**src/rtl/io_cond_pkg.sv**
```systemverilog
// Shared defaults and helpers for the board-input conditioning front end.
package io_cond_pkg;

  localparam int unsigned IO_NUM_SW        = 17;
  localparam int unsigned IO_NUM_KEY       = 4;
  localparam int unsigned IO_NUM_CH        = IO_NUM_SW + IO_NUM_KEY;
  localparam int unsigned IO_DEBOUNCE_10MS = 500000;
  localparam logic [IO_NUM_CH-1:0] IO_KEY_ACTIVE_LOW_MASK = 21'h1E0000;

  // Counter must hold DEBOUNCE_CYCLES-1; never narrower than one bit.
  function automatic int unsigned cnt_width(input int unsigned cycles);
    return (cycles <= 2) ? 1 : $clog2(cycles);
  endfunction

endpackage

```
**src/rtl/io_debounce_ch.sv**
```systemverilog
// One input channel: synchroniser chain, debounce counter, accepted level and edge pulses.
module io_debounce_ch
  import io_cond_pkg::*;
#(
  parameter int unsigned SYNC_STAGES     = 2,
  parameter int unsigned DEBOUNCE_CYCLES = IO_DEBOUNCE_10MS
) (
  input  logic i_clk,
  input  logic i_rst,
  input  logic i_in,
  input  logic i_bypass,
  output logic o_level,
  output logic o_rise,
  output logic o_fall,
  output logic o_accept
);

  localparam int unsigned CW = cnt_width(DEBOUNCE_CYCLES);

  logic [SYNC_STAGES-1:0] sync_q;
  logic [CW-1:0]          cnt;
  logic [31:0]            d_minus_1;
  logic                   s;
  logic                   mismatch;

  assign s = sync_q[SYNC_STAGES-1];

  // ">=" rather than "==" so a bypass switch mid-count accepts immediately.
  always_comb begin
    d_minus_1 = i_bypass ? '0 : 32'(DEBOUNCE_CYCLES - 1);
    mismatch  = s ^ o_level;
    o_accept  = mismatch && (32'(cnt) >= d_minus_1);
  end

  always_ff @(posedge i_clk) begin
    if (i_rst) begin
      sync_q  <= '0;
      cnt     <= '0;
      o_level <= 1'b0;
      o_rise  <= 1'b0;
      o_fall  <= 1'b0;
    end else begin
      sync_q <= {sync_q[SYNC_STAGES-2:0], i_in};
      o_rise <= o_accept & s;
      o_fall <= o_accept & ~s;
      if (!mismatch) begin
        cnt <= '0;
      end else if (o_accept) begin
        o_level <= s;
        cnt     <= '0;
      end else begin
        cnt <= cnt + CW'(1);
      end
    end
  end

endmodule

```
**src/rtl/io_input_conditioner.sv**
```systemverilog
// Board-input front end: polarity fix, per-channel sync/debounce, aggregated event pulse.
module io_input_conditioner
  import io_cond_pkg::*;
#(
  parameter int unsigned          NUM_CH          = IO_NUM_CH,
  parameter int unsigned          SYNC_STAGES     = 2,
  parameter int unsigned          DEBOUNCE_CYCLES = IO_DEBOUNCE_10MS,
  parameter logic [NUM_CH-1:0]    ACTIVE_LOW_MASK = NUM_CH'(IO_KEY_ACTIVE_LOW_MASK)
) (
  input  logic              i_clk,
  input  logic              i_rst,
  input  logic [NUM_CH-1:0] i_raw,
  input  logic              i_bypass,
  output logic [NUM_CH-1:0] o_level,
  output logic [NUM_CH-1:0] o_rise,
  output logic [NUM_CH-1:0] o_fall,
  output logic              o_any_event
);

  if (SYNC_STAGES < 2) begin : g_bad_sync
    $error("io_input_conditioner: SYNC_STAGES must be >= 2");
  end
  if (DEBOUNCE_CYCLES < 1) begin : g_bad_deb
    $error("io_input_conditioner: DEBOUNCE_CYCLES must be >= 1");
  end
  if (NUM_CH < 1) begin : g_bad_ch
    $error("io_input_conditioner: NUM_CH must be >= 1");
  end

  logic [NUM_CH-1:0] in_hi;
  logic [NUM_CH-1:0] accept;

  assign in_hi = i_raw ^ ACTIVE_LOW_MASK;

  for (genvar i = 0; i < NUM_CH; i++) begin : g_ch
    io_debounce_ch #(
      .SYNC_STAGES    (SYNC_STAGES),
      .DEBOUNCE_CYCLES(DEBOUNCE_CYCLES)
    ) u_ch (
      .i_clk   (i_clk),
      .i_rst   (i_rst),
      .i_in    (in_hi[i]),
      .i_bypass(i_bypass),
      .o_level (o_level[i]),
      .o_rise  (o_rise[i]),
      .o_fall  (o_fall[i]),
      .o_accept(accept[i])
    );
  end

  // Registered from the channels' accept strobes so it lines up with the pulses.
  always_ff @(posedge i_clk) begin
    if (i_rst) o_any_event <= 1'b0;
    else       o_any_event <= |accept;
  end

endmodule

```
**config.mk**
```make
export PLATFORM = sky130hd
export DESIGN_NAME = io_input_conditioner
export DESIGN_NICKNAME = d
export VERILOG_FILES = /design/src/rtl/io_cond_pkg.sv /design/src/rtl/io_debounce_ch.sv /design/src/rtl/io_input_conditioner.sv
export SDC_FILE = /design/constraint.sdc
export NUM_CORES = 1
export LEC_CHECK = 0
export CAP_MARGIN = 20
export CORE_MARGIN = 4
export CORE_UTILIZATION = 45
export DETAILED_ROUTE_END_ITERATION = 8
export REMOVE_ABC_BUFFERS = 1
export SETUP_SLACK_MARGIN = 0.05
export SYNTH_ARGS = -nofsm -noshare
export SYNTH_HDL_FRONTEND = slang
export SYNTH_SLANG_ARGS = --single-unit
```
**constraint.sdc**
```tcl
create_clock -name i_clk -period 8.9 [get_ports i_clk]
set_input_delay 2.67 -clock i_clk [delete_from_list [all_inputs] [get_ports i_clk]]
set_output_delay 2.67 -clock i_clk [all_outputs]
set_load 0.05 [all_outputs]
```
## Word-level counts from Yosys, hierarchy flattened

Cells that the tools add are included.

- Input port bits: 24
- Output and inout port bits: 64
- Flip-flop bits (word level): 505

- Mux-type cells: 1
- Bitwise operators: 106
- Magnitude comparators: 21
- Add/sub/neg operators: 21
- Reduce and logical (&&, ||, !) cells: 64

Operators by type and width:

| operator | count |
|---|---|
| $ge 19x32->1 | 21 |
| $add 19x1->19 const B | 21 |
| $reduce_or 3->1 | 21 |
| $and 1x1->1 | 42 |
| $not 1->1 | 42 |
| $reduce_and 2->1 | 21 |
| $logic_and 1x1->1 | 21 |
| $reduce_or 21->1 | 1 |
| $xor 1x1->1 | 21 |
| $mux 19 | 1 |
| $not 4->4 | 1 |

## Depth between registers and ports, before layout

Gate-level depths: netlist of the first run.

- Depth in word-level cells: 4
- Mapped depth: 13
- Mapped depth without buffers: 11

## Cells and area by module

From an unflattened synthesis of the first run, not the netlist that was laid out.

- Cells, all modules: 2810
- Area total of the unflattened synthesis: 27386.3 µm²

Modules (own cells, without submodules):

| module | cells each | times used | area each (µm²) |
|---|---|---|---|
| io_debounce_ch (g_ch[0].u_ch ...) | 133 | 20 | 1301.2 |
| io_debounce_ch (g_ch[9].u_ch) | 137 | 1 | 1265.0 |
| io_input_conditioner | 13 | 1 | 96.3 |

## Least setup slack after synthesis of the first run

No wires, ideal clock.

- Path type: input to register
- Start: in i_bypass
- End: reg o_any_event
- Stages: 11
- Required time: 8760 ps
- Library setup time: 140 ps
- Arrival: 5207 ps
- Path slack: 3554 ps
- Cell sequence: inv_1 ha_1 or3b_1 o211ai_1 a211oi_1 a2111oi_0 o21ai_1 a2111oi_0 o2111ai_1 nor3_1 a41oi_1

- Longest elaborated chain between the ends: 4
- Elaborated cells between the ends (all ways): 44
- Those cells by class: order compare: 21; mux: 1; reduce/logical: 22

RTL lines:

| what | line | RTL |
|---|---|---|
| start, declared | io_input_conditioner.sv:13 | `input logic i_bypass,` |
| $mux 19 (*) | io_debounce_ch.sv:30 | `d_minus_1 = i_bypass ? '0 : 32'(DEBOUNCE_CYCLES - 1);` |
| $ge 19x32->1 | io_debounce_ch.sv:32 | `o_accept = mismatch && (32'(cnt) >= d_minus_1);` |
| $logic_and 1x1->1 | io_debounce_ch.sv:32 |  |
| $reduce_or 21->1 (*) | io_input_conditioner.sv:54 | `else o_any_event <= \|accept;` |
| end signal, assigned | io_input_conditioner.sv:54 |  |
| end, declared | io_input_conditioner.sv:17 | `output logic o_any_event` |

Mark *: on every way between the ends. The rest lies on a longest branch, timed or not.
A chain may end at the register's enable or synchronous reset.

## Final worst setup path of the first run

Same ends and word-level chain as after synthesis.

==> flow_metrics.tcl, run 1 <==
set metrics [dict create \
    run_status "finished, final reports clean" \
    grt_first_pass_wirelength_um 87100 \
    grt_remaining_overflow 0 \
    layout_common_cells "nor2_1, dfxtp_1, ha_1" \
    arrival_ns 6.44 \
    ys_warn_count 0 \
    hold_depth 1 \
    synth_async_sr_flop_share 0 \
    p_leak_nw 10.8 \
    clk_path_buf_depth 3 \
    yosysTopAreaCell "dfxtp_1" \
    min_period_over_period 0.675 \
    layout_commonest_cell "nor2_1" \
    ir_drop_uv 132 \
    cp_slowest_stage_delay_ns 0.58 \
    dp_hpwl_um 34500 \
    rr_worst_depth 11 \
    clock-sinks 505 \
    fmax_ghz 0.166 \
    grt_pass1_vias 18900 \
    initial_core_util 0.457 \
    drc_errors 0 \
    vias 18900 \
    worstPathMaxFanout 133 \
    yosys.area.top_type_share 0.400 \
    antenna_found_initial 0 \
    hold_viol 0 \
    p_per_area_nw_per_um2 166 \
    synthesis.area_um2 25300 \
    fp.dieW_um 245 \
    ys_ff_latch 505 \
    pin_count 88 \
    tns_ns 0 \
    num_rows 86 \
    worst-setup-path-type "input port to register" \
    cts_resized 0 \
    die_h_um 245 \
    hp-class "register to register" \
    insertion_delay_ns 0.59 \
    synth_edf_count 0 \
    path_cells "clkbuf_8 -> buf_12 -> ha_1 -> a211o_1 -> a221oi_1 -> nor2_1 -> a32oi_1 -> o211ai_1 -> a2111oi_0 -> o2111ai_1 -> nor3_1 -> a41oi_1" \
    synth_flop_cell "dfxtp_1" \
    cts.clk_slew.worst_paths_ns 0.06 \
    synth.area.top_cells "dfxtp_1, ha_1, nor2_1" \
    hold_slack_ns 0.432 \
    antenna_left 0 \
    max_cap_viol_count 0 \
    first_pass_iters 5 \
    relSlewSlack 0.471 \
    post_route_cells_drive_above_1_share 0.0359 \
    first_iter_violations 759 \
    critPathLaunchType "input port" \
    layout_min_cycle_time_ns 6.01 \
    die_area_um2 60000 \
    syn_area_per_cell_um2 8.96 \
    port_buffers 87 \
    cts_made_buffers 56 \
    worstPathRequired_ns 9.33 \
    htree_num_levels 2 \
    nets 3129 \
    routabilityCongestion 0.804 \
    cts-root-buf "clkbuf_16" \
    wl_per_cell_um 13.7 \
    antenna_cells 0 \
    grt_max_degree 134 \
    grt_usage 0.167 \
    clock_skew_ns 0.00989 \
    ys_seq_area_frac 0.400 \
    fin_cells 3643 \
    drt-total-wl_um 49800 \
    worst_pin_slew_ns 0.789 \
    fp.coreArea_um2 55300 \
    setup_violations 0 \
    slew_viol_final 0 \
    post-cts-setup-buffers 0 \
    place_inst 3543 \
    fillers 5203 \
    syn2layout_area_growth_pct 11.7 \
    viasPerCell 5.17 \
    cts_tree "done" \
    ctsHoldBuffers 0 \
    critPathCaptureType "register" \
    yosysUniqueCellTypes 68 \
    syn_inst 2821 \
    total_power_mw 4.69 \
    rsz0062_at_grt "no" \
    crit_slowest_cell "buf_12" \
]
==> flip-flops by register name (all words and copies together) (netlist names) <==
signal / count
o_any_event: 1
g_ch.u_ch.o_level: 21
g_ch.u_ch.cnt: 399
g_ch.u_ch.sync_q: 42
g_ch.u_ch.o_fall: 21
g_ch.u_ch.o_rise: 21
==> kinds of logic (layout without fill, tap and decap cells) <==
kind of cell    count (synthesis)  in the layout  share of synthesized area
buf+inv                       174            248                     0.0367
fa+ha+maj                     252            252                      0.125
compound gates                224            224                     0.0624
xor+xnor                      377            377                      0.131
flops                         505            505                      0.400
simple gates                 1270           1270                      0.238
mux                            19             19                    0.00752
==> stage by stage <==
stage / worst slack, ns / area, um2 / util
final: 2.89 / 28200 / 0.510
after global routing: 2.62 / 28200 / 0.510
after detailed placement: 2.30 / 26400 / 0.478
after floorplan: 3.55 / 24600 / -
after global placement: 2.40 / 26400 / 0.478
after CTS: 2.94 / 28200 / 0.510
==> critical path: cells and delay by family <==
| family | cells | cell delay [ns] |
|---|---|---|
| buf+inv | 2 | 1.03 |
| fa+ha+maj | 1 | 0.36 |
| compound gates | 7 | 1.71 |
| simple gates | 2 | 0.49 |
==> worst paths after layout <==
| check | startpoint | end | slack, ns |
|---|---|---|---|
| hold / removal | g_ch[19].u_ch.sync_q[0]$_SDFF_PP0_ | g_ch[19].u_ch.sync_q[1]$_SDFF_PP0_ | 0.43 |
| setup reg to reg | g_ch[7].u_ch.cnt[0]$_SDFF_PP0_ | o_any_event$_SDFF_PP0_ | 5.71 |
| setup / recovery | i_bypass | o_any_event$_SDFF_PP0_ | 2.89 |
| hold reg to reg | g_ch[19].u_ch.sync_q[0]$_SDFF_PP0_ | g_ch[19].u_ch.sync_q[1]$_SDFF_PP0_ | 0.43 |
==> cell type report <==
| cell class | instances | area [um2] | share of cell area |
|---|---|---|---|
| sequential | 505 | 10100 | 0.358 |
| tap | 748 | 936 | 0.0332 |
| multi-input combinational | 2142 | 14200 | 0.505 |
| timing repair buffer | 90 | 907 | 0.0321 |
| inverter | 58 | 218 | 0.00771 |
| clock inverter | 17 | 153 | 0.00541 |
| clock buffer | 83 | 1660 | 0.0590 |
==> cell usage after synthesis, types with 4 or more instances <==
cell type and instances:
o21ai_0 30, a211oi_1 4, nor4b_1 20, and2_1 11
nand2_1 186, o2111ai_1 9, a211o_1 20, inv_1 58
dfxtp_1 505, nand3_1 176, nand2b_1 25, nand4_1 57
nor3_1 25, o211ai_1 11, a221oi_1 5, buf_2 7
and3b_1 10, xor2_1 222, or3_1 16, a41oi_1 5
a21o_1 17, a2111oi_0 10, a31oi_1 4, o21a_1 8
nor2b_1 48, o41ai_1 17, xnor2_1 155, buf_4 63
a21oi_1 55, nor3b_1 18, nor2_1 538, clkbuf_1 40
nor4_1 29, and3_1 88, ha_1 252, buf_6 4
mux2i_1 19, and4_1 5, or4_1 8
==> where the power goes <==
| group | switching (mW) | total (mW) | internal, mW | leakage (nW) |
|---|---|---|---|---|
| clock network | 0.923 | 2.27 | 1.34 | 0.890 |
| registers | 0.00949 | 2.28 | 2.27 | 4.08 |
| logic | 0.0846 | 0.140 | 0.0552 | 5.87 |
| total | 1.02 | 4.69 | 3.67 | 10.8 |
==> layer usage <==
metal | wire length (um) | part of all wire | track usage
met5 | 0 | 0 | 0
met1 | 23600 | 0.47 | 0.212
met3 | 1580 | 0.032 | 0.0252
met4 | 1170 | 0.024 | 0.0503
met2 | 23400 | 0.47 | 0.292
(Power assumes the default switching activity.)
==> run 2: changes to the inputs <==
==> constraint.sdc (replaced) <==
create_clock -name i_clk -period 5.94 [get_ports i_clk]
set_input_delay 1.782 -clock i_clk [delete_from_list [all_inputs] [get_ports i_clk]]
set_output_delay 1.782 -clock i_clk [all_outputs]
set_load 0.05 [all_outputs]
==> run 2 against run 1 <==
Effect of this change:
- combinational power rose by 53%
- clock power rose by 56%
- cell count rose by 0.22%
- critical path depth rose by 1
- global-route usage fell by 0.14 points
- routed wire length rose by 0.47%
- sequential share of layout area fell by 0.20 points
- clock skew barely moved
- flip-flop and latch count did not move
- critical path type unchanged
- largest power group is now the clock network
==> flow_metrics.tcl, run 2 (synthesis results as in run 1) <==
set metrics [dict create \
    busiest_layer "met2" \
    worstPathRequired_ns 6.46 \
    clk_path_buf_depth 3 \
    antenna_cells 0 \
    clock-sinks 505 \
    worstPathMaxFanout 36 \
    fmax_ghz 0.220 \
    htree_num_levels 2 \
    p_leak_nw 10.9 \
    arrival_ns 5.06 \
    vias 18800 \
    antenna_left 0 \
    port_buffers 87 \
    worst_pin_slew_ns 0.936 \
    timing.final.ws_setup_ns 1.40 \
    path_cells "clkbuf_8 -> inv_1 -> buf_4 -> ha_1 -> nand2b_1 -> a21o_1 -> a21o_1 -> a41oi_1 -> o41ai_1 -> o211ai_1 -> nor2b_1 -> nand2_1 -> nor2_1" \
    insertion_delay_ns 0.60 \
    layout_min_cycle_time_ns 4.54 \
    cts.clk_slew.worst_paths_ns 0.06 \
    grt_usage 0.165 \
    die_h_um 245 \
    cts_tree "done" \
    num_rows 86 \
    rsz0062_at_grt "no" \
    grt_first_pass_wirelength_um 86300 \
    syn2layout_area_growth_pct 12.3 \
    slew_viol_final 0 \
    routabilityCongestion 0.808 \
    die_area_um2 60000 \
    run_status "finished, final reports clean" \
    largest_reg_flops 399 \
    hold_viol 0 \
    gr-usage-met3 0.0232 \
    viasPerCell 5.15 \
    fp.dieW_um 245 \
    critPathLaunchType "input port" \
    fp.coreArea_um2 55300 \
    cp_slowest_stage_delay_ns 0.51 \
    layout_commonest_cell "nor2_1" \
    cts_made_buffers 56 \
    crit_slowest_cell "nand2_1" \
    grtUsageMet1 0.211 \
    path_delay_family "simple AND/OR/NAND/NOR gates" \
    relSlewSlack 0.376 \
    cp.buffers_inverters 3 \
    tns_ns 0 \
    post-cts-setup-buffers 0 \
    wl_per_cell_um 13.7 \
    post-place-ws_ns 0.760 \
    cp_common_cell "a21o_1" \
    max_cap_viol_count 0 \
    grt_use_met2 0.291 \
    clock_skew_ns 0.00956 \
    grt_pass1_vias 18700 \
    antenna_found_initial 0 \
    worst-setup-path-type "input port to register" \
    first_pass_iters 5 \
    min_period_over_period 0.764 \
    layout_common_cells "nor2_1, dfxtp_1, ha_1" \
    post_route_cells_drive_above_1_share 0.0382 \
    first_iter_violations 784 \
    cts-root-buf "clkbuf_16" \
    cts_resized 0 \
    ir_drop_uv 208 \
    p_per_area_nw_per_um2 253 \
    grt_max_degree 86 \
    drt-total-wl_um 50000 \
    ctsHoldBuffers 0 \
    critPathCaptureType "register" \
    largest-register "g_ch.u_ch.cnt" \
    initial_core_util 0.457 \
    drc_errors 0 \
    pin_count 88 \
    setup_violations 0 \
    hp-class "register to register" \
    grt_remaining_overflow 0 \
    nets 3136 \
    dp_hpwl_um 34600 \
    top_regs "g_ch.u_ch.cnt (399), g_ch.u_ch.sync_q (42)" \
]
[run 2: cell types whose count changed in the layout (fill, tap and decap cells not counted), sizes merged]
| cell | before | now |
|---|---|---|
| clkinv | 11 | 3 |
| buf | 4 | 11 |
| bufinv | 2 | 5 |
| clkbuf | 84 | 86 |
| clkinvlp | 4 | 6 |
| inv | 58 | 60 |
[run 2: final timing paths]
| kind | startpoint | endpoint | slack (ns) | depth (start not counted) |
|---|---|---|---|---|
| max reg2reg | g_ch[7].u_ch.cnt[0]$_SDFF_PP0_ | o_any_event$_SDFF_PP0_ | 2.73 | 12 |
| min reg2reg | g_ch[9].u_ch.sync_q[0]$_SDFF_PP0_ | g_ch[9].u_ch.sync_q[1]$_SDFF_PP0_ | 0.44 | 1 |
| max | i_bypass | g_ch[16].u_ch.cnt[16]$_SDFF_PP0_ | 1.40 | 13 |
| min | g_ch[9].u_ch.sync_q[0]$_SDFF_PP0_ | g_ch[9].u_ch.sync_q[1]$_SDFF_PP0_ | 0.44 | 1 |
[run 2: metal layers]
metal | vias to the layer above | wire (um)
met2 | 186 | 23700
met3 | 74 | 1390
met1 | 8822 | 23700
li1 | 9728 | -
met4 | 0 | 1140
met5 | - | 0
[run 2: per-stage QoR]
| stage | utilization | total power [mW] | instance area (um2) | std cells | hold WS [ns] |
|---|---|---|---|---|---|
| 3_3_place_gp | 0.479 | 3.70 | 26500 | 3550 | 0.416 |
| 5_1_grt | 0.513 | 7.48 | 28400 | 3651 | 0.460 |
| 4_1_cts | 0.513 | 7.31 | 28400 | 3651 | 0.443 |
| 2_1_floorplan | - | 3.61 | 24600 | 2705 | 0.414 |
| 3_5_place_dp | 0.479 | 3.71 | 26500 | 3550 | 0.422 |
| 6_report | 0.513 | 7.18 | 28400 | 3651 | 0.438 |
[run 2: where the power goes]
part | switching, mW | internal [mW]
Combinational | 0.128 | 0.0857
Clock | 1.39 | 2.16
Sequential | 0.0143 | 3.41
Total | 1.53 | 5.65
[run 2: final cells by class]
class,count,area (um2)
sequential,505,10100
fill,5171,26900
timing repair buffer,97,972
inverter,58,218
clock inverter,16,231
tap,748,936
clock buffer,85,1680
multi-input combinational,2142,14200
